`config.mk`:
```
export PLATFORM = sky130hd
export DESIGN_NAME = fft_frame_scheduler
export DESIGN_NICKNAME = d
export VERILOG_FILES = /design/src/rtl/fft_frame_scheduler.sv
export SDC_FILE = /design/constraint.sdc
export NUM_CORES = 1
export LEC_CHECK = 0
export ABC_AREA = 1
export BUFFER_PORTS_ARGS = -buffer_cell sky130_fd_sc_hd__buf_2
export CELL_PAD_IN_SITES_DETAIL_PLACEMENT = 1
export CELL_PAD_IN_SITES_GLOBAL_PLACEMENT = 1
export CORE_MARGIN = 3
export CORE_UTILIZATION = 43
export DETAILED_ROUTE_END_ITERATION = 10
export GPL_TIMING_DRIVEN = 1
export PLACE_DENSITY = 0.76
export SLEW_MARGIN = 20
export SYNTH_ARGS = -nofsm -noshare
export SYNTH_HDL_FRONTEND = slang
export SYNTH_SLANG_ARGS = --single-unit
```
`constraint.sdc`:
```
create_clock -name i_clk -period 2.4 [get_ports i_clk]
set_clock_uncertainty 0.2 [all_clocks]
set_input_delay 0 -clock i_clk [delete_from_list [all_inputs] [get_ports i_clk]]
set_output_delay 0 -clock i_clk [all_outputs]
set_load 0.01 [all_outputs]
```
`src/rtl/fft_frame_scheduler.sv`:
```
// Frame-start pacing for the 8-point MDC FFT. Issues periodic or one-shot starts, gated by
// frames-in-flight credits returned on output tlast. Also keeps a completion count and sticky flags.
module fft_frame_scheduler #(
    parameter int NB_COUNT     = 12,
    parameter int MAX_INFLIGHT = 2,
    parameter int NB_INFLIGHT  = 3,
    parameter int NB_FRAMES    = 16,
    parameter int TIMEOUT      = 1023,
    parameter int NB_TIMEOUT   = 10
) (
    input  logic                   i_clk,
    input  logic                   i_rst_n,
    input  logic                   i_enable,
    input  logic                   i_single,
    input  logic                   i_clear,
    input  logic [NB_COUNT-1:0]    i_period,
    output logic                   o_gen_valid,
    input  logic                   i_out_tvalid,
    input  logic                   i_out_tready,
    input  logic                   i_out_tlast,
    output logic [NB_INFLIGHT-1:0] o_inflight,
    output logic [NB_FRAMES-1:0]   o_frame_count,
    output logic                   o_busy,
    output logic                   o_timeout,
    output logic                   o_err
);
    typedef enum logic [1:0] {
        IDLE  = 2'd0,
        RUN   = 2'd1,
        STALL = 2'd2
    } state_t;

    localparam logic [NB_INFLIGHT-1:0] INFLIGHT_MAX = NB_INFLIGHT'(MAX_INFLIGHT);
    localparam logic [NB_TIMEOUT-1:0]  WD_LIMIT     = NB_TIMEOUT'(TIMEOUT);

    state_t                state;
    logic [NB_COUNT-1:0]   counter;
    logic [NB_COUNT-1:0]   p_reg;
    logic [NB_TIMEOUT-1:0] wd_cnt;
    logic                  beat;
    logic                  done;
    logic                  credit;
    logic                  at_term;
    logic                  issue;
    logic                  wd_run;

    assign beat    = i_out_tvalid & i_out_tready;
    assign done    = beat & i_out_tlast;
    assign credit  = o_inflight < INFLIGHT_MAX;
    assign at_term = counter == p_reg;
    assign wd_run  = ~i_clear & ~beat & (o_inflight != '0);
    assign o_busy  = (state != IDLE) || (o_inflight != '0);

    // A single request is ignored in the same cycle that enable starts periodic mode.
    always_comb begin
        issue = 1'b0;
        case (state)
            IDLE:    issue = ~i_enable & i_single & credit;
            RUN:     issue = i_enable & at_term & credit;
            STALL:   issue = i_enable & credit;
            default: issue = 1'b0;
        endcase
    end

    always_ff @(posedge i_clk or negedge i_rst_n) begin
        if (!i_rst_n) begin
            state       <= IDLE;
            counter     <= '0;
            p_reg       <= '0;
            o_gen_valid <= 1'b0;
        end else begin
            o_gen_valid <= issue;
            case (state)
                IDLE: begin
                    if (i_enable) begin
                        p_reg   <= i_period;
                        counter <= '0;
                        state   <= RUN;
                    end
                end
                RUN: begin
                    if (!i_enable) begin
                        counter <= '0;
                        state   <= IDLE;
                    end else if (at_term) begin
                        if (credit) begin
                            counter <= '0;
                        end else begin
                            state <= STALL;
                        end
                    end else begin
                        counter <= counter + NB_COUNT'(1);
                    end
                end
                STALL: begin
                    if (!i_enable) begin
                        counter <= '0;
                        state   <= IDLE;
                    end else if (credit) begin
                        counter <= '0;
                        state   <= RUN;
                    end
                end
                default: begin
                    counter <= '0;
                    state   <= IDLE;
                end
            endcase
        end
    end

    // Credits, completion count, sticky error and output-side watchdog.
    always_ff @(posedge i_clk or negedge i_rst_n) begin
        if (!i_rst_n) begin
            o_inflight    <= '0;
            o_frame_count <= '0;
            o_err         <= 1'b0;
            o_timeout     <= 1'b0;
            wd_cnt        <= '0;
        end else begin
            if (issue && !done) begin
                o_inflight <= o_inflight + NB_INFLIGHT'(1);
            end else if (done && !issue && (o_inflight != '0)) begin
                o_inflight <= o_inflight - NB_INFLIGHT'(1);
            end

            if (i_clear) begin
                o_frame_count <= '0;
            end else if (done) begin
                o_frame_count <= o_frame_count + NB_FRAMES'(1);
            end

            if (i_clear) begin
                o_err <= 1'b0;
            end else if (done && (o_inflight == '0)) begin
                o_err <= 1'b1;
            end

            if (!wd_run) begin
                wd_cnt <= '0;
            end else if (wd_cnt != WD_LIMIT) begin
                wd_cnt <= wd_cnt + NB_TIMEOUT'(1);
            end

            // Flag rises on the same edge the count reaches the limit.
            if (i_clear) begin
                o_timeout <= 1'b0;
            end else if (wd_run && (wd_cnt == WD_LIMIT - NB_TIMEOUT'(1))) begin
                o_timeout <= 1'b1;
            end
        end
    end

endmodule

```
### Yosys cells after proc, flatten, opt, wreduce, memory -nomap -nowiden

Cells that the tools add are included.

* register bits after elaboration: 58
* bits of input ports: 20
* output and inout bits: 23
* word-level logic and storage cells: 79

* add/subtract/negate cells: 5
* $lt $le $gt $ge: 1
* equal/unequal tests: 10
* muxes and demuxes: 24
* bitwise gates (word level): 12
* reduce and logical (&&, ||, !) cells: 18

Operators with widths (count)
* 12-bit two-way mux: 5
* 12-bit case mux with 3 select lines: 1
* 16-bit two-way mux: 2
* 10-bit two-way mux: 2
* 16-bit by 1-bit adder with 16-bit output (second input constant): 1
* 12-bit by 1-bit adder with 12-bit output (second input constant): 1
* 12-bit == test: 1
* 2-bit two-way mux: 6
* 10-bit by 1-bit adder with 10-bit output (second input constant): 1
* 10-bit == test (second input constant): 1
* 10-bit != test (second input constant): 1
* 2-bit nonzero test: 5
* 1-bit bitwise AND: 9
* 3-bit != test (second input constant): 3
* 3-bit two-way mux: 2
* 2-bit case mux with 3 select lines: 1
* 1-bit logical AND: 5
* 1-bit two-way mux: 4
* 4-bit AND reduction: 1
* 3-bit by 1-bit adder with 3-bit output (second input constant): 1
* 3-bit logical NOT: 1
* 3-bit by 2-bit less-than comparator with 1-bit output (second input constant): 1
* 1-bit NOT: 3
* 1-bit case mux with 3 select lines: 1
* other kinds (10): 11

### Longest topological paths before layout

* depth in word-level cells: 9
* gate-level depth with buffers: 15
* mapped depth without buffers: 15

### Worst setup path before layout

OpenSTA, ideal clock, no wires.

* kind: reg2reg
* start point: register state[0]
* end point: register o_inflight[2]
* library setup time: 0.117 ns
* arrival: 1.782 ns
* setup slack: 0.301 ns
* cell stages (with the launch flop): 11
* buffers on the path: 0
* period minus slack after synthesis: 2.099 ns
* path through: dfrtp_1 > inv_1 > ha_1 > a21oi_1 > nor3_1 > nand3_2 > fa_1 > nand2_1 > nand2_1 > nand2_1 > nand2_1

* cells in the longest elaborated chain, start to end: 6
* elaborated cells between the ends (all ways): 10
* classes of those cells: 2 x eq/ne; 2 x mux; 6 x reduce/logical

Ends and longest elaborated chain
* start: declaration: line 36 `state_t state;`
* start signal: assignment: line 67 `state <= IDLE;`
* start signal: assignment: line 78 `state <= RUN;`
* start signal: assignment: line 84 `state <= IDLE;`
* 2-bit == test, or another cell as far along: line 57 `case (state)`
* 1-bit case mux with 3 select lines (*): line 57
* 1-bit logical NOT: line 123 `end else if (done && !issue && (o_inflight != '0)) begin`
* 1-bit logical AND (2 in a row): line 123
* 2-bit nonzero test (no source line)
* end signal: assignment: line 122 `o_inflight <= o_inflight + NB_INFLIGHT'(1);`
* end signal: assignment: line 124 `o_inflight <= o_inflight - NB_INFLIGHT'(1);`
* end: declaration: line 21 `output logic [NB_INFLIGHT-1:0] o_inflight,`

Mark *: on every way between the ends. The rest lies on a longest branch, timed or not.
A chain may end at the register's enable or synchronous reset.

### Worst setup path after layout

* start point: register counter[1]
* end point: register o_inflight[2]

* cells in the longest elaborated chain, start to end: 8
* elaborated cells between the ends (all ways): 10
* classes of those cells: 1 x eq/ne; 2 x mux; 2 x bitwise; 5 x reduce/logical

Ends and longest elaborated chain
* start: declaration: line 37 `logic [NB_COUNT-1:0] counter;`
* start signal: assignment: line 92 `counter <= counter + NB_COUNT'(1);`
* 12-bit == test (*): line 50 `assign at_term = counter == p_reg;`
* 1-bit bitwise AND (*) (2 in a row): line 59 `RUN: issue = i_enable & at_term & credit;`
* 1-bit case mux with 3 select lines (*): line 57
* 1-bit logical NOT: line 123
* 1-bit logical AND (2 in a row): line 123
* 2-bit nonzero test (no source line)

Marked as above.

==> impl_metrics.yaml <==
logic_synthesis:
  synth-seq-cells: 58
  synthAdderAreaFrac: 0.0409
  synth-simple-area-share: 0.258
  synth_top_area_share: 0.447
  yosys_warnings: 0
  synth_xor_area_frac: 0.0243
  synth_seq_area_share: 0.447
  synthTopCellsByArea: "dfrtp_1 (45%), nand2_1 (11%), inv_1 (6.5%), a21oi_1 (4.3%), o21ai_0 (4.3%)"
  syn_area_per_cell_um2: 7.90
  yosys-mux-area-fraction: 0.0139
  synth_area_um2: 3250
  synth_top_family_by_area: "simple AND/OR/NAND/NOR gates"
  synth_compound_area_frac: 0.139
  synth_area_leader_cell: "dfrtp_1"
  synthCells: 411
  syn_nets: 441
  ys_types: 37
worst_setup_path:
  path_cells: "inv_1, nand2_1, nand2_1, nor2_1, nand2_1, nor2_2, nand3_2, nand3_2, nand3_2, fa_2, inv_1, nand2_1, nand3_1, nand2_1"
  critPathSlowestCell: "dfrtp_1"
  cp_data_arrival_time_ns: 2.25
  crit_required_ns: 2.44
  worstReg2RegStart: "counter[1]"
  crit_fanout: 4
  reg2reg_to: "o_inflight[2]"
  slowest_delay_ns: 0.41
  r2r_slack_ns: 0.18
  critical_path.startpoint_type: "register"
  ff2ff_path_depth: 14
  cp_common_cell: "nand2_1"
  critPathKind: "register to register"
  critPathLaunch: "counter[1]"
  crit_path_end_kind: "register"
  cp-endpoint: "o_inflight[2]"
floorplan:
  core_um2: 7290
  die_w_um: 92.9
  start_util: 0.445
  die_area_um2: 8630
  rows: 31
  die_h_um: 92.9
  ios: 43
detailed_routing:
  drt-initial-drc-count: 96
  vias: 3061
  vias_per_cell: 5.09
  routed_wirelength_um: 9060
  drc: 0
  postRouteAntennaNets: 0
  drtPass1Iterations: 4
  post_drt_wl_per_cell_um: 15.1
cts:
  clk_pin_slew_ns: 0.07
  clkSinkCount: 58
  root_buffer: "clkbuf_8"
  ctsHtreeMaxLevel: 3
  numCtsBuffers: 9
  clock_latency_ns: 0.35
  cts_setup_buffers: 0
  cts_tree: "yes"
  max-clock-path-buffers: 2
finish:
  antenna_cells: 0
  utilization: 0.563
  drive_gt1_frac: 0.197
  fin_area_um2: 4110
  layout-area-overhead-vs-synth_pct: 26.5
  fin_nets: 528
  largest_reg_flops: 16
grt:
  antenna_found_initial: 0
  grt_max_degree: 23
  grt_pass1_wl_um: 15300
  grt_pass1_vias: 3245
  grtUsageTotal: 0.224
  grt_overflow_total: 0
sta:
  hold_viol: 0
  setup_slack_ns: 0.184
  worstMarginPinSlew_ns: 0.752
  clock.fmax_mhz: 451
  drv_slew: 0
  whs_ns: 0.00468
  setup_viol: 0
  rsz0062_at_grt: "yes"
  finalCritPeriodShare: 0.923
  finalCriticalPeriod_ns: 2.22
  slew_headroom: 0.497
power_and_ir_drop:
  powerDensity_nw_per_um2: 801
  totalPowerFinal_w: 0.00329
  leakage_nw: 1.99
  vdd_drop_max_v: 0.000569
placed_design:
  place_ws_ns: 0.126
  place_area_um2: 3620
  place.gp.congestion: 0.775
  dpl.hpwl_um: 6190
  io_buffers: 42
hold_path:
  hp-class: "input pin to register"
flow_run:
  max_cap_violations: 0
status:
  status: "finished clean"
-- cells in the final DEF (no fill, tap or decap), drive strengths merged, types with 9 or more instances in the layout --
master | Yosys | layout
nand2 | 106 | 106
dfrtp | 58 | 58
inv | 60 | 60
o21ai | 35 | 35
dlygate4sd3 | 0 | 29
ha | 9 | 9
a21oi | 28 | 28
buf | 2 | 50
nor2 | 40 | 40
nor3 | 11 | 11
nand3 | 24 | 24
clkbuf | 2 | 13
-- worst min path at each step --
stage               slack (ns)       endpoint         start  cells after the start
global placement         -0.23     counter[5]       i_rst_n                      1
floorplan                -0.50     counter[0]       i_rst_n                      0
global route              0.07     counter[7]       i_rst_n                      3
detailed placement       -0.23       p_reg[5]       i_rst_n                      1
CTS                      0.003  o_inflight[1]  i_out_tready                      6
finish                   0.005  o_inflight[0]  i_out_tready                      6
-- critical path: cells and delay by family, from the launching register on --
| family | cells | cell delay (ns) |
|---|---|---|
| AND/OR/NAND/NOR | 11 | 1.00 |
| flip-flops | 1 | 0.41 |
| adder cells (fa/ha/maj) | 1 | 0.36 |
| buffers and inverters | 2 | 0.15 |
-- Yosys cell counts --
library cell,number
nand2_1,98
dfrtp_1,58
inv_1,56
nor2_1,37
a21oi_1,28
o21ai_0,28
nand3_1,19
ha_1,9
nor3_1,8
o21ai_1,7
nand2_2,6
o22ai_1,5
xnor2_1,5
inv_2,4
mux2_2,4
nand3_2,4
xor2_1,4
a211oi_1,3
o31ai_1,3
buf_2,2
clkbuf_1,2
nand2_4,2
nand4_1,2
nor2_2,2
nor3_2,2
o21a_1,2
a31oi_1,1
clkinv_2,1
fa_1,1
nand3_4,1
nor2_4,1
nor3_4,1
nor4_1,1
o211a_1,1
o211ai_1,1
o22ai_2,1
o32ai_1,1
-- layer usage --
layer | vias to the layer above | GRT usage | wire (µm)
met5 | - | 0 | 0
met4 | 0 | 0.0769 | 150
li1 | 1505 | - | -
met2 | 45 | 0.375 | 4470
met1 | 1496 | 0.294 | 4150
met3 | 15 | 0.0357 | 298
-- where the power goes --
part | switching, W | total, W | leakage (nW) | internal (W)
combinational | 0.000665 | 0.00116 | 1.14 | 0.000496
sequential | 0.000153 | 0.00131 | 0.763 | 0.00115
clock | 0.000396 | 0.000820 | 0.0855 | 0.000424
total | 0.00121 | 0.00329 | 1.99 | 0.00207
-- kinds of logic after synthesis --
kind of cell	Yosys count
xor gates and xnor gates	9
and+or+nand+nor	184
muxes	4
adders and majority gates	10
AOI/OAI and AO/OA	81
DFF	58
buffers and inverters	65
-- repair_timing --
action,4_1_cts,5_1_grt
hold buffers,30,0
setup endpoints to repair,0,5
gates resized for setup,0,8
hold endpoints to repair,83,0
-- stage by stage --
stage	cells	TNS, ns
floorplan	411	0
global route	601	-0.0107
CTS	601	0
global placement	556	0
detailed placement	556	0
finish	601	0
-- final cells by class --
| cell class | count | area, µm² |
|---|---|---|
| Fill cell | 940 | 3190 |
| Multi-Input combinational cell | 288 | 1550 |
| Sequential cell | 58 | 1450 |
| Timing Repair Buffer | 80 | 573 |
| Inverter | 61 | 230 |
| Clock buffer | 13 | 159 |
| Tap cell | 99 | 124 |
| Clock inverter | 2 | 12.5 |
Note: power is estimated with default switching activity, not from simulation.
